`config.mk`:
```
export PLATFORM = sky130hd
export DESIGN_NAME = if_id_stage
export DESIGN_NICKNAME = d
export VERILOG_FILES = /design/src/rtl/riscv_pkg.sv /design/src/rtl/if_id_reg.sv /design/src/rtl/if_id_stage.sv
export SDC_FILE = /design/constraint.sdc
export NUM_CORES = 1
export LEC_CHECK = 0
export BUFFER_PORTS_ARGS = -buffer_cell sky130_fd_sc_hd__buf_2
export CAP_MARGIN = 20
export CORE_AREA = 2 2 132 134
export DETAILED_ROUTE_END_ITERATION = 8
export DIE_AREA = 0 0 134 136
export PLACE_DENSITY = 0.86
export SYNTH_ARGS = -nofsm -noshare
export SYNTH_HDL_FRONTEND = slang
export SYNTH_SLANG_ARGS = --single-unit
```
`constraint.sdc`:
```
create_clock -name clk -period 6.88 [get_ports clk]
set_input_delay 1.032 -clock clk [delete_from_list [all_inputs] [get_ports clk]]
set_output_delay 1.032 -clock clk [all_outputs]
set_load 0.05 [all_outputs]
```
`src/rtl/riscv_pkg.sv`:
```
// Shared fetch-side definitions: datapath width, NOP encoding, reset PC and fetch FSM states.
package riscv_pkg;

  localparam int XLEN = 32;

  localparam logic [XLEN-1:0] NOP_INSTR_DEF = 32'h0000_0013;
  localparam logic [XLEN-1:0] RESET_PC_DEF  = 32'h0000_0000;

  typedef logic [1:0] fetch_state_t;
  localparam fetch_state_t ST_FETCH  = 2'd0;
  localparam fetch_state_t ST_HOLD   = 2'd1;
  localparam fetch_state_t ST_SQUASH = 2'd2;

  function automatic logic [XLEN-1:0] pc_plus4(input logic [XLEN-1:0] pc);
    return pc + 32'd4;
  endfunction

endpackage

```
`src/rtl/if_id_reg.sv`:
```
// IF/ID pipeline register: flush beats load, otherwise holds; output one cycle after load.
// No backpressure of its own; the caller gates load/flush from stall and redirect.
module if_id_reg
  import riscv_pkg::*;
#(
  parameter logic [XLEN-1:0] NOP_INSTR = NOP_INSTR_DEF,
  parameter logic [XLEN-1:0] RESET_PC  = RESET_PC_DEF
) (
  input  logic            clk,
  input  logic            reset,
  input  logic            load,
  input  logic            flush,
  input  logic [XLEN-1:0] ld_instr,
  input  logic [XLEN-1:0] ld_pc,
  output logic [XLEN-1:0] instr,
  output logic [XLEN-1:0] pc,
  output logic [XLEN-1:0] pc_n,
  output logic            valid
);

  // A flush leaves PC/PC_n untouched so a stalled bubble stays bit-exact.
  always_ff @(posedge clk or posedge reset) begin
    if (reset) begin
      instr <= NOP_INSTR;
      pc    <= RESET_PC;
      pc_n  <= pc_plus4(RESET_PC);
      valid <= 1'b0;
    end else if (flush) begin
      instr <= NOP_INSTR;
      valid <= 1'b0;
    end else if (load) begin
      instr <= ld_instr;
      pc    <= ld_pc;
      pc_n  <= pc_plus4(ld_pc);
      valid <= 1'b1;
    end
  end

endmodule

```
`src/rtl/if_id_stage.sv`:
```
// Fetch FSM + IF/ID register: one-cycle fetch-to-IF/ID latency; stall parks a ready response in a
// one-entry buffer with imem_req dropped; redirect overrides stall and squashes in-flight fetches.
module if_id_stage
  import riscv_pkg::*;
#(
  parameter logic [XLEN-1:0] RESET_PC  = RESET_PC_DEF,
  parameter logic [XLEN-1:0] NOP_INSTR = NOP_INSTR_DEF
) (
  input  logic            clk,
  input  logic            reset,
  input  logic            stall,
  input  logic            redirect,
  input  logic [XLEN-1:0] redirect_pc,
  output logic            imem_req,
  output logic [XLEN-1:0] imem_addr,
  input  logic            imem_ready,
  input  logic [XLEN-1:0] imem_rdata,
  output logic [XLEN-1:0] instr,
  output logic [XLEN-1:0] PC,
  output logic [XLEN-1:0] PC_n,
  output logic            valid
);

  fetch_state_t    state, state_nxt;
  logic [XLEN-1:0] fetch_pc, fetch_pc_nxt;
  logic [XLEN-1:0] tgt, tgt_nxt;
  logic [XLEN-1:0] buf_instr;
  logic            buf_cap;
  logic            ifid_load, ifid_flush;
  logic [XLEN-1:0] ld_instr;

  // Moore outputs; the buffered PC is fetch_pc itself since it only advances on leaving HOLD.
  assign imem_req  = !reset && (state != ST_HOLD);
  assign imem_addr = fetch_pc;

  always_comb begin
    state_nxt    = state;
    fetch_pc_nxt = fetch_pc;
    tgt_nxt      = tgt;
    buf_cap      = 1'b0;
    ifid_load    = 1'b0;
    ifid_flush   = 1'b0;
    ld_instr     = imem_rdata;
    case (state)
      ST_FETCH: begin
        if (redirect) begin
          ifid_flush = 1'b1;
          if (imem_ready) begin
            fetch_pc_nxt = redirect_pc;
          end else begin
            tgt_nxt   = redirect_pc;
            state_nxt = ST_SQUASH;
          end
        end else if (imem_ready) begin
          if (stall) begin
            buf_cap   = 1'b1;
            state_nxt = ST_HOLD;
          end else begin
            ifid_load    = 1'b1;
            fetch_pc_nxt = pc_plus4(fetch_pc);
          end
        end else if (!stall) begin
          ifid_flush = 1'b1;
        end
      end
      ST_HOLD: begin
        if (redirect) begin
          ifid_flush   = 1'b1;
          fetch_pc_nxt = redirect_pc;
          state_nxt    = ST_FETCH;
        end else if (!stall) begin
          ifid_load    = 1'b1;
          ld_instr     = buf_instr;
          fetch_pc_nxt = pc_plus4(fetch_pc);
          state_nxt    = ST_FETCH;
        end
      end
      ST_SQUASH: begin
        ifid_flush = 1'b1;
        if (redirect) tgt_nxt = redirect_pc;
        if (imem_ready) begin
          fetch_pc_nxt = redirect ? redirect_pc : tgt;
          state_nxt    = ST_FETCH;
        end
      end
      default: state_nxt = ST_FETCH;
    endcase
  end

  always_ff @(posedge clk or posedge reset) begin
    if (reset) begin
      state     <= ST_FETCH;
      fetch_pc  <= RESET_PC;
      tgt       <= RESET_PC;
      buf_instr <= NOP_INSTR;
    end else begin
      state    <= state_nxt;
      fetch_pc <= fetch_pc_nxt;
      tgt      <= tgt_nxt;
      if (buf_cap) buf_instr <= imem_rdata;
    end
  end

  if_id_reg #(
    .NOP_INSTR (NOP_INSTR),
    .RESET_PC  (RESET_PC)
  ) u_if_id_reg (
    .clk      (clk),
    .reset    (reset),
    .load     (ifid_load),
    .flush    (ifid_flush),
    .ld_instr (ld_instr),
    .ld_pc    (fetch_pc),
    .instr    (instr),
    .pc       (PC),
    .pc_n     (PC_n),
    .valid    (valid)
  );

endmodule

```
==> run summary, run 1 <==
CTS tree: done
Post-CTS Setup Inserts: 0
Worst clock skew: 0.009651 ns
Initial antenna violation count: 2
P_leak: 5.023 nW
Max VDD drop: 0.0002090 V
Worst path max stage delay: 0.60 ns
Die Ht: 136 um
Clk sinks: 193
Buffers from clock root to sink, at most: 2
Footprint of the multi-input gates: 3752 um2
Synth Register Bits: 193
# fillers: 1350
FF-to-FF Start: state[0]$_DFFE_PP0P_
Drt drc: 0
PostCTS Resize Cnt: 0
Slew of the pin with the lowest slew margin: 1.021 ns
Vias in the first global route: 6946
Critical Path End Type: flop
Clk slew on worst S/H paths: 0.07 ns
Drt initial violations: 611
Nets: 1096
Post-synth EDFFs: 0
Required time of the critical path: 7.19 ns
Synth warnings: 0
Hold Startpoint: u_if_id_reg.pc[29]$_DFFE_PP0P_
Post-DP HPWL: 14780 um
Max frequency: 0.3101 GHz
CTS root buffer: clkbuf_16
Total gr overflow: 0
Dpl ws: 3.243 ns
Mapped Avg Cell Area: 10.33 um2
Worst-Skew Late Latency: 0.43 ns
Core area: 16880 um2
Vias per cell: 5.658
Cell variety after synth: 59
Pwr dens: 357.2 nW/um2
Hold Path Class: reg -> reg
Synth top area cells: dfrtp_1, mux2_2, nand2_1, o21ai_0, mux2i_1
Leading cell type by number of instances after synthesis: dfrtp_1
Starting Density: 52.78%
Setup TNS: 0 ns
ANT nets after route: 0
Final setup violation count: 0
DR vias: 7152
Die footprint: 18220 um2
CTS Hold Bufs: 0
ANT cells: 0
Sequential cell area fraction in the yosys report: 54.32%
Drt total wl: 22060 um
Pins Over Slew Limit: 0
Die width: 134 um
Crit path launch type: primary input
Synth area leader: dfrtp_1
Yosys top cell area share: 52.25%
Maxcap violations: 0
Slew margin rel.: 31.32%
Fin crit share: 46.88%
Register Area: 4838 um2
CTS Buf Count: 17
CTS H-Tree Depth: 4
Mapped Nets: 932
Mapped Area: 8907 um2
Synth Flop Type: dfrtp_1
WP data arrival: 3.54 ns
Total GRT Usage: 24.70%
CP startpoint: redirect
Cells after synthesis: 862
FP Rows: 48
Setup WS post-layout: 3.655 ns
RSZ-0062 raised after global routing: false
I/O pin cnt: 199
Most frequent cells after synthesis: dfrtp_1, nand2_1, o21ai_0, mux2_2, mux2i_1
Critical-path cell list: buf_2 > buf_4 > nor3_1 > nand2_4 > buf_4 > nor3_1 > a311o_1
Async SR Flop Fraction: 100.0%
Crit Path Class: in -> reg
First-pass GRT wire length: 35320 um
Gpl congestion: 0.7871
WL/cell: 17.46 um
CP max-delay cell: nand2_4
Largest net degree at the start of global routing: 117
IO buf count: 198
Layout cell share with drive strength beyond 1: 32.05%
Crit-path max FO: 74
Drt pass-1 iters: 6
Area grow syn2layout: 19.29%
Final hold vios: 0
Post-layout min period: 3.225 ns
Status: complete, no violations
[logic make-up after synthesis]
| logic type | count (synthesis) | share of synthesized area, % |
|---|---|---|
| mux | 103 | 12.47 |
| buf+inv | 68 | 3.821 |
| xor+xnor | 27 | 2.655 |
| compound gates | 164 | 10.80 |
| simple gates | 306 | 15.79 |
| fa+ha+maj | 1 | 0.1404 |
| flops | 193 | 54.32 |
[flip-flops by register name, summed over array words and instances (netlist names)]
register	count
state	2
u_if_id_reg.valid	1
u_if_id_reg.pc	30
tgt	32
buf_instr	32
u_if_id_reg.pc_n	32
imem_addr	32
u_if_id_reg.instr	32
[worst max-delay path: cells and delay by family]
| family | cells | cell delay (ns) |
|---|---|---|
| AO/OA/AOI/OAI | 1 | 0.33 |
| buffers and inverters | 3 | 1.16 |
| AND/OR/NAND/NOR | 3 | 0.94 |
[final timing paths]
| check | to | slack, ns | depth (start not counted) |
|---|---|---|---|
| min | u_if_id_reg.pc[29]$_DFFE_PP0P_ | 0.47 | 2 |
| min in group asynchronous | imem_addr[31]$_DFFE_PP0P_ | 0.79 | 2 |
| min reg2reg | u_if_id_reg.pc[29]$_DFFE_PP0P_ | 0.47 | 2 |
| max reg2reg | imem_addr[24]$_DFFE_PP0P_ | 4.23 | 5 |
| max | imem_addr[24]$_DFFE_PP0P_ | 3.65 | 7 |
| max in group asynchronous | imem_addr[2]$_DFFE_PP0P_ | 4.63 | 3 |
[stage by stage]
| stage | total power, mW | hold slack, ns | util, % | area (um2) | cells |
|---|---|---|---|---|---|
| floorplan | 2.414 | 0.4723 | - | 8907 | 862 |
| global placement | 2.670 | 0.4528 | 59.02 | 9961 | 1232 |
| detailed placement | 2.708 | 0.4579 | 59.02 | 9961 | 1232 |
| CTS | 3.816 | 0.4756 | 62.96 | 10630 | 1264 |
| global route | 3.957 | 0.4993 | 62.96 | 10630 | 1264 |
| finish | 3.795 | 0.4702 | 62.96 | 10630 | 1264 |
[cells in the final DEF (no fill, tap or decap), drive strengths merged, types with 12 or more instances in the layout]
master	n
a21oi	31
and3	12
buf	207
clkbuf	18
dfrtp	186
mux2	64
mux2i	39
nand2	185
nand3	16
nor2	38
nor3	15
o21ai	94
xnor2	14
xor2	13
[metal layers]
metal	vias to the layer above	share of wire (%)	wire length [um]	track usage, %
li1	3311	-	-	-
met1	3482	40	8885	31.15
met2	311	50	10970	41.74
met3	46	7.8	1716	6.078
met4	2	2.2	478	8.688
met5	-	0.050	11	0
[report_power, final]
group,total [mW],internal (mW),switching [mW]
Combinational,1.13,0.302,0.832
Clock,1.11,0.662,0.446
Sequential,1.55,1.37,0.188
Total,3.79,2.33,1.47
[layout make-up]
class / instances / share of cell area [%]
inverter: 6 / 0.2826
multi-input combinational: 601 / 35.32
sequential: 193 / 45.54
tap: 225 / 2.650
clock buffer: 18 / 4.133
clock inverter: 14 / 2.120
timing repair buffer: 207 / 9.962
(Power assumes the default switching activity.)
==> inputs of run 2 (changes only) <==
- clock period: 6.88 -> 3.3 ns (I/O delays scaled with it)
==> run 2 against run 1 <==
Effect of this change:
- count of clock-buffer cells in the layout did not move
- sequential cell count did not move
- highest routed layer unchanged
- utilization rose by 0.23 points
- die area did not move
- critical path type is now reg -> reg
- cell count rose by 0.71%
==> run summary, run 2 (synthesis results as in run 1) <==
Area grow syn2layout: 19.72%
Layout cell share with drive strength beyond 1: 32.50%
Initial antenna violation count: 2
Commonest cells after routing, fill and taps aside: buf_2, dfrtp_1, nand2_1
Worst clock skew: 0.01572 ns
ANT nets after route: 0
Die footprint: 18220 um2
Starting Density: 52.78%
PostCTS Resize Cnt: 0
Crit Path Class: reg -> reg
Drt initial violations: 671
Vias per cell: 5.616
WP data arrival: 2.69 ns
Crit path launch type: flop
Pins Over Slew Limit: 0
Clk sinks: 193
CTS H-Tree Depth: 4
Hold Path Class: in -> async
Drt total wl: 22200 um
Slew margin rel.: 39.02%
FP Rows: 48
I/O pin cnt: 199
Drt drc: 0
DR vias: 7149
Post-layout min period: 2.377 ns
Pwr dens: 725.9 nW/um2
Required time of the critical path: 3.61 ns
WL/cell: 17.44 um
Slew of the pin with the lowest slew margin: 0.9064 ns
Fin crit share: 72.03%
Crit-path max FO: 8
CTS Hold Bufs: 0
First-pass GRT wire length: 35710 um
Total GRT Usage: 24.99%
Fin cells: 1273
CTS root buffer: clkbuf_16
Setup TNS: 0 ns
Core area: 16880 um2
Dpl cells: 1239
Most common cell after layout, fill and taps aside: buf_2
Drt pass-1 iters: 5
Total gr overflow: 0
Max frequency: 0.4207 GHz
Worst-Skew Late Latency: 0.44 ns
Die width: 134 um
Buffers from clock root to sink, at most: 2
Status: complete, no violations
P_leak: 5.038 nW
Nets: 1103
Maxcap violations: 0
Vias in the first global route: 7041
Gpl congestion: 0.8540
Post-CTS Setup Inserts: 0
CTS tree: done
Max VDD drop: 0.0003937 V
RSZ-0062 raised after global routing: false
Critical Path End Type: flop
Clk slew on worst S/H paths: 0.07 ns
Largest net degree at the start of global routing: 68
Die Ht: 136 um
IO buf count: 198
Post-DP HPWL: 15250 um
# fillers: 1311
CTS Buf Count: 17
Final setup violation count: 0
Final hold vios: 0
==> run 2: metrics by stage <==
stage / hold slack, ns / util, % / setup slack, ns / area, um2 / power, mW
2_1_floorplan: 0.4723 / - / 0.3203 / 8911 / 5.033
4_1_cts: 0.2410 / 63.16 / 0.9313 / 10660 / 7.779
3_5_place_dp: 0.4574 / 59.53 / 0.8551 / 10050 / 5.655
6_report: 0.2253 / 63.19 / 0.9229 / 10660 / 7.741
5_1_grt: 0.2754 / 63.16 / 0.7812 / 10660 / 8.082
3_3_place_gp: 0.4537 / 59.53 / 0.9554 / 10050 / 5.578
==> run 2: path summary, 6_finish.rpt <==
path,start,end,slack [ns],cells after the start
worst max-delay path,imem_addr[2]$_DFFE_PP0P_,imem_addr[21]$_DFFE_PP0P_,0.92,5
worst min-delay path,reset,imem_addr[31]$_DFFE_PP0P_,0.23,2
worst max register to register,imem_addr[2]$_DFFE_PP0P_,imem_addr[21]$_DFFE_PP0P_,0.92,5
worst min register to register,u_if_id_reg.pc[12]$_DFFE_PP0P_,u_if_id_reg.pc[12]$_DFFE_PP0P_,0.47,2
max in group asynchronous,reset,u_if_id_reg.instr[4]$_DFFE_PP1P_,2.23,3
min in group clk,redirect_pc[6],tgt[6]$_DFFE_PP0P_,0.30,2
==> run 2: per-layer routing <==
metal  up-vias  part of all wire (%)  global-route usage [%]
met1      3487                    41                   31.38
met3        52                   7.8                   7.271
met5         -                 0.059                       0
met2       286                    48                   40.66
li1       3322                     -                       -
met4         2                   2.7                   10.52
==> run 2: final cells by class <==
class | instances | area [um2] | share of cell area [%]
diodes | 2 | 5.005 | 0.04693
clock inverters | 14 | 172.7 | 1.619
inverters | 6 | 26.28 | 0.2464
repair buffers | 214 | 1149 | 10.77
flip-flops and latches | 193 | 4838 | 45.37
multi-input cells | 601 | 3752 | 35.19
clock buffers | 18 | 439.2 | 4.118
well taps | 225 | 281.5 | 2.640
==> run 2: where the power goes <==
| part | internal, mW | total, mW | switching, mW |
|---|---|---|---|
| combinational | 0.638 | 2.37 | 1.74 |
| clock | 1.17 | 2.13 | 0.962 |
| sequential | 2.85 | 3.24 | 0.395 |
==> run 2: critical path, cell delays in order (launching register included) <==
cell and delay (ns):
dfrtp_1 0.49, nand4_1 0.25, nor4_1 0.85, nand2_1 0.23
mux2i_1 0.17, a311o_1 0.27
==> inputs of run 3 (changes only) <==
- ABC_AREA: not set -> 1
- CORE_AREA: 2 2 132 134 -> 2 2 134 136
- DIE_AREA: 0 0 134 136 -> 0 0 136 138
- PLACE_DENSITY: 0.86 -> 0.87
- clock period: 3.3 -> 2.3 ns (I/O delays scaled with it)
==> run 3 against run 2 <==
Effect of this change:
- first-iteration DRC count is 46% higher
- worst setup slack worse by 0.54 ns
- largest cell class unchanged
- design area rose by 4.4%
- global-route usage grew 3.7 points
- clock power up 35%
- critical endpoint is now imem_addr[16]$_DFFE_PP0P_
- via count up 24%
- clock skew decreased by 0.0050 ns
- die area is 3.0% higher
- combinational power increased to 3.1 times the previous value
- area after synthesis increased by 5.4%
==> run summary, run 3 <==
Status: complete, no violations
Final hold vios: 0
CP startpoint: imem_addr[2]$_DFFE_PP0P_
RR Endpoint: imem_addr[16]$_DFFE_PP0P_
Reg2Reg Depth: 10
Starting Density: 53.56%
Worst-Skew Late Latency: 0.44 ns
Total GRT Usage: 28.64%
Int Power: 7.769 mW
Gpl congestion: 0.9607
Worst path max stage delay: 0.44 ns
First-pass GRT wire length: 42460 um
Die footprint: 18770 um2
CTS Hold Bufs: 0
Core area: 17530 um2
Clk slew on worst S/H paths: 0.07 ns
Switching power: 7.951 mW
Post-synth EDFFs: 0
Mapped Avg Cell Area: 7.749 um2
Most common cell after layout, fill and taps aside: nand2_1
Worst clock skew: 0.01072 ns
WL/cell: 16.10 um
Share of power burned in registers: 35.8%
FF-to-FF Start: imem_addr[2]$_DFFE_PP0P_
CP max-delay cell: dfrtp_1
Max frequency: 0.5230 GHz
Layout cell share with drive strength beyond 1: 20.26%
Yosys top cell area share: 49.56%
Buffers from clock root to sink, at most: 2
Cells after synthesis: 1212
Critical-path cell list: ha_1 > nand2_2 > nor2_4 > nand2_2 > nor2_4 > xor2_1 > nand2_1 > nand2_1 > nand2_1 > a21oi_1
Total power: 15.72 mW
Hold Path Class: in -> async
Fin cells: 1621
P_leak: 5.827 nW
Drt drc: 0
Async SR Flop Fraction: 100.0%
Drt pass-1 iters: 8
Die Ht: 138 um
Max VDD drop: 0.0008014 V
Cell mode on critical path: nand2_1
Clock power frac: 18.3%
Commonest cells after routing, fill and taps aside: nand2_1, buf_2, dfrtp_1
Part of the power in combinational logic: 46.0%
Cell variety after synth: 33
Synth top area cells: dfrtp_1, nand2_1, o21ai_0, nor2_1, a21oi_1
Reg2Reg Setup Slack: 0.39 ns
Leading cell type by number of instances after synthesis: nand2_1
Synth warnings: 0
Drt initial violations: 982
Initial antenna violation count: 2
Most frequent cells after synthesis: nand2_1, dfrtp_1, o21ai_0, nor2_1, a21oi_1
Slew margin rel.: 58.89%
Vias per cell: 5.471
Nets: 1449
Pins Over Slew Limit: 0
Mapped Area: 9392 um2
Sequential cell area fraction in the yosys report: 51.52%
PostCTS Resize Cnt: 0
Worst hold slack: 0.03860 ns
Crit Path Class: reg -> reg
Dpl cells: 1589
Post-layout min period: 1.912 ns
ANT cells: 0
CTS tree: done
Critical path endpoint: imem_addr[16]$_DFFE_PP0P_
WP data arrival: 2.28 ns
I/O pin cnt: 199
Final setup violation count: 0
ANT nets after route: 0
Total gr overflow: 0
RSZ-0062 raised after global routing: false
CTS H-Tree Depth: 4
Clk sinks: 193
DR vias: 8868
Vias in the first global route: 8249
Mapped Nets: 1282
IO buf count: 198
Maxcap violations: 0
Critical Path End Type: flop
Synth Flop Type: dfrtp_1
CTS Buf Count: 17
Fin util: 63.50%
Fin crit share: 83.14%
Required time of the critical path: 2.66 ns
Area grow syn2layout: 18.56%
Crit-path max FO: 6
Crit path launch type: flop
Die width: 136 um
Synth Register Bits: 193
CTS root buffer: clkbuf_16
Synth area leader: dfrtp_1
Post-CTS Setup Inserts: 0
Drt total wl: 26110 um
Sw Ratio: 50.58%
Largest net degree at the start of global routing: 111
Slew of the pin with the lowest slew margin: 0.6166 ns
Pwr dens: 1412 nW/um2
Post-DP HPWL: 18400 um
FP Rows: 49
-- run 3: metrics by stage --
step	setup TNS [ns]	setup WS (ns)	area (um2)
finish	0	0.3878	11130
global route	0	0.2261	11130
CTS	0	0.4379	11130
detailed placement	0	0.4428	10570
global placement	0	0.5033	10570
floorplan	-98.53	-0.5297	9395
-- run 3: area by class of cell --
cell class / count / area [um2]
clock inverters: 13 / 132.6
multi-input cells: 879 / 3950
inverters: 74 / 282.8
repair buffers: 214 / 1211
flip-flops and latches: 193 / 4838
clock buffers: 19 / 432.9
fillers: 1485 / 6400
well taps: 229 / 286.5
-- run 3: worst min path at each step --
stage	end	slack, ns	depth (start not counted)
after global placement	u_if_id_reg.valid$_DFFE_PP0P_	0.45	2
after global routing	u_if_id_reg.instr[22]$_DFFE_PP0P_	0.08	3
after floorplan	state[1]$_DFFE_PP0P_	0.44	1
after detailed placement	u_if_id_reg.pc_n[13]$_DFFE_PP0P_	0.46	2
after CTS	u_if_id_reg.pc_n[1]$_DFFE_PP0P_	0.06	3
final	u_if_id_reg.pc[6]$_DFFE_PP0P_	0.04	3
-- run 3: worst max-delay path, delay by kind of cell (launching register included) --
kind	cells	cell delay, ns
compound gates	1	0.14
xor+xnor	1	0.29
fa+ha+maj	1	0.23
flops	1	0.44
simple gates	7	0.73
-- run 3: cell families (layout without fill, tap and decap cells) --
kind of cell / count (synthesis) / count (layout) / synth area share (%)
muxes: 1 / 1 / 0.1199
DFF: 193 / 193 / 51.52
buffers and inverters: 140 / 320 / 6.635
adders and majority gates: 1 / 1 / 0.1332
xor gates and xnor gates: 15 / 15 / 1.559
AOI/OAI and AO/OA: 266 / 266 / 14.84
and+or+nand+nor: 596 / 596 / 25.19
-- run 3: power groups by stage --
stage | registers [mW] | logic, mW | clock network [mW]
global placement | 5.57 | 7.03 | 0
floorplan | 8.41 | 2.37 | 0
CTS | 5.59 | 7.21 | 2.89
global route | 5.78 | 7.72 | 3.04
finish | 5.62 | 7.23 | 2.87
detailed placement | 5.64 | 7.17 | 0
-- run 3: layer usage --
| layer | share of wire (%) | track usage [%] | vias to the layer above |
|---|---|---|---|
| met5 | 0.042 | 0 | - |
| met1 | 42 | 39.71 | 4170 |
| li1 | - | - | 4210 |
| met4 | 4.0 | 13.32 | 2 |
| met2 | 45 | 42.90 | 415 |
| met3 | 8.3 | 6.527 | 71 |
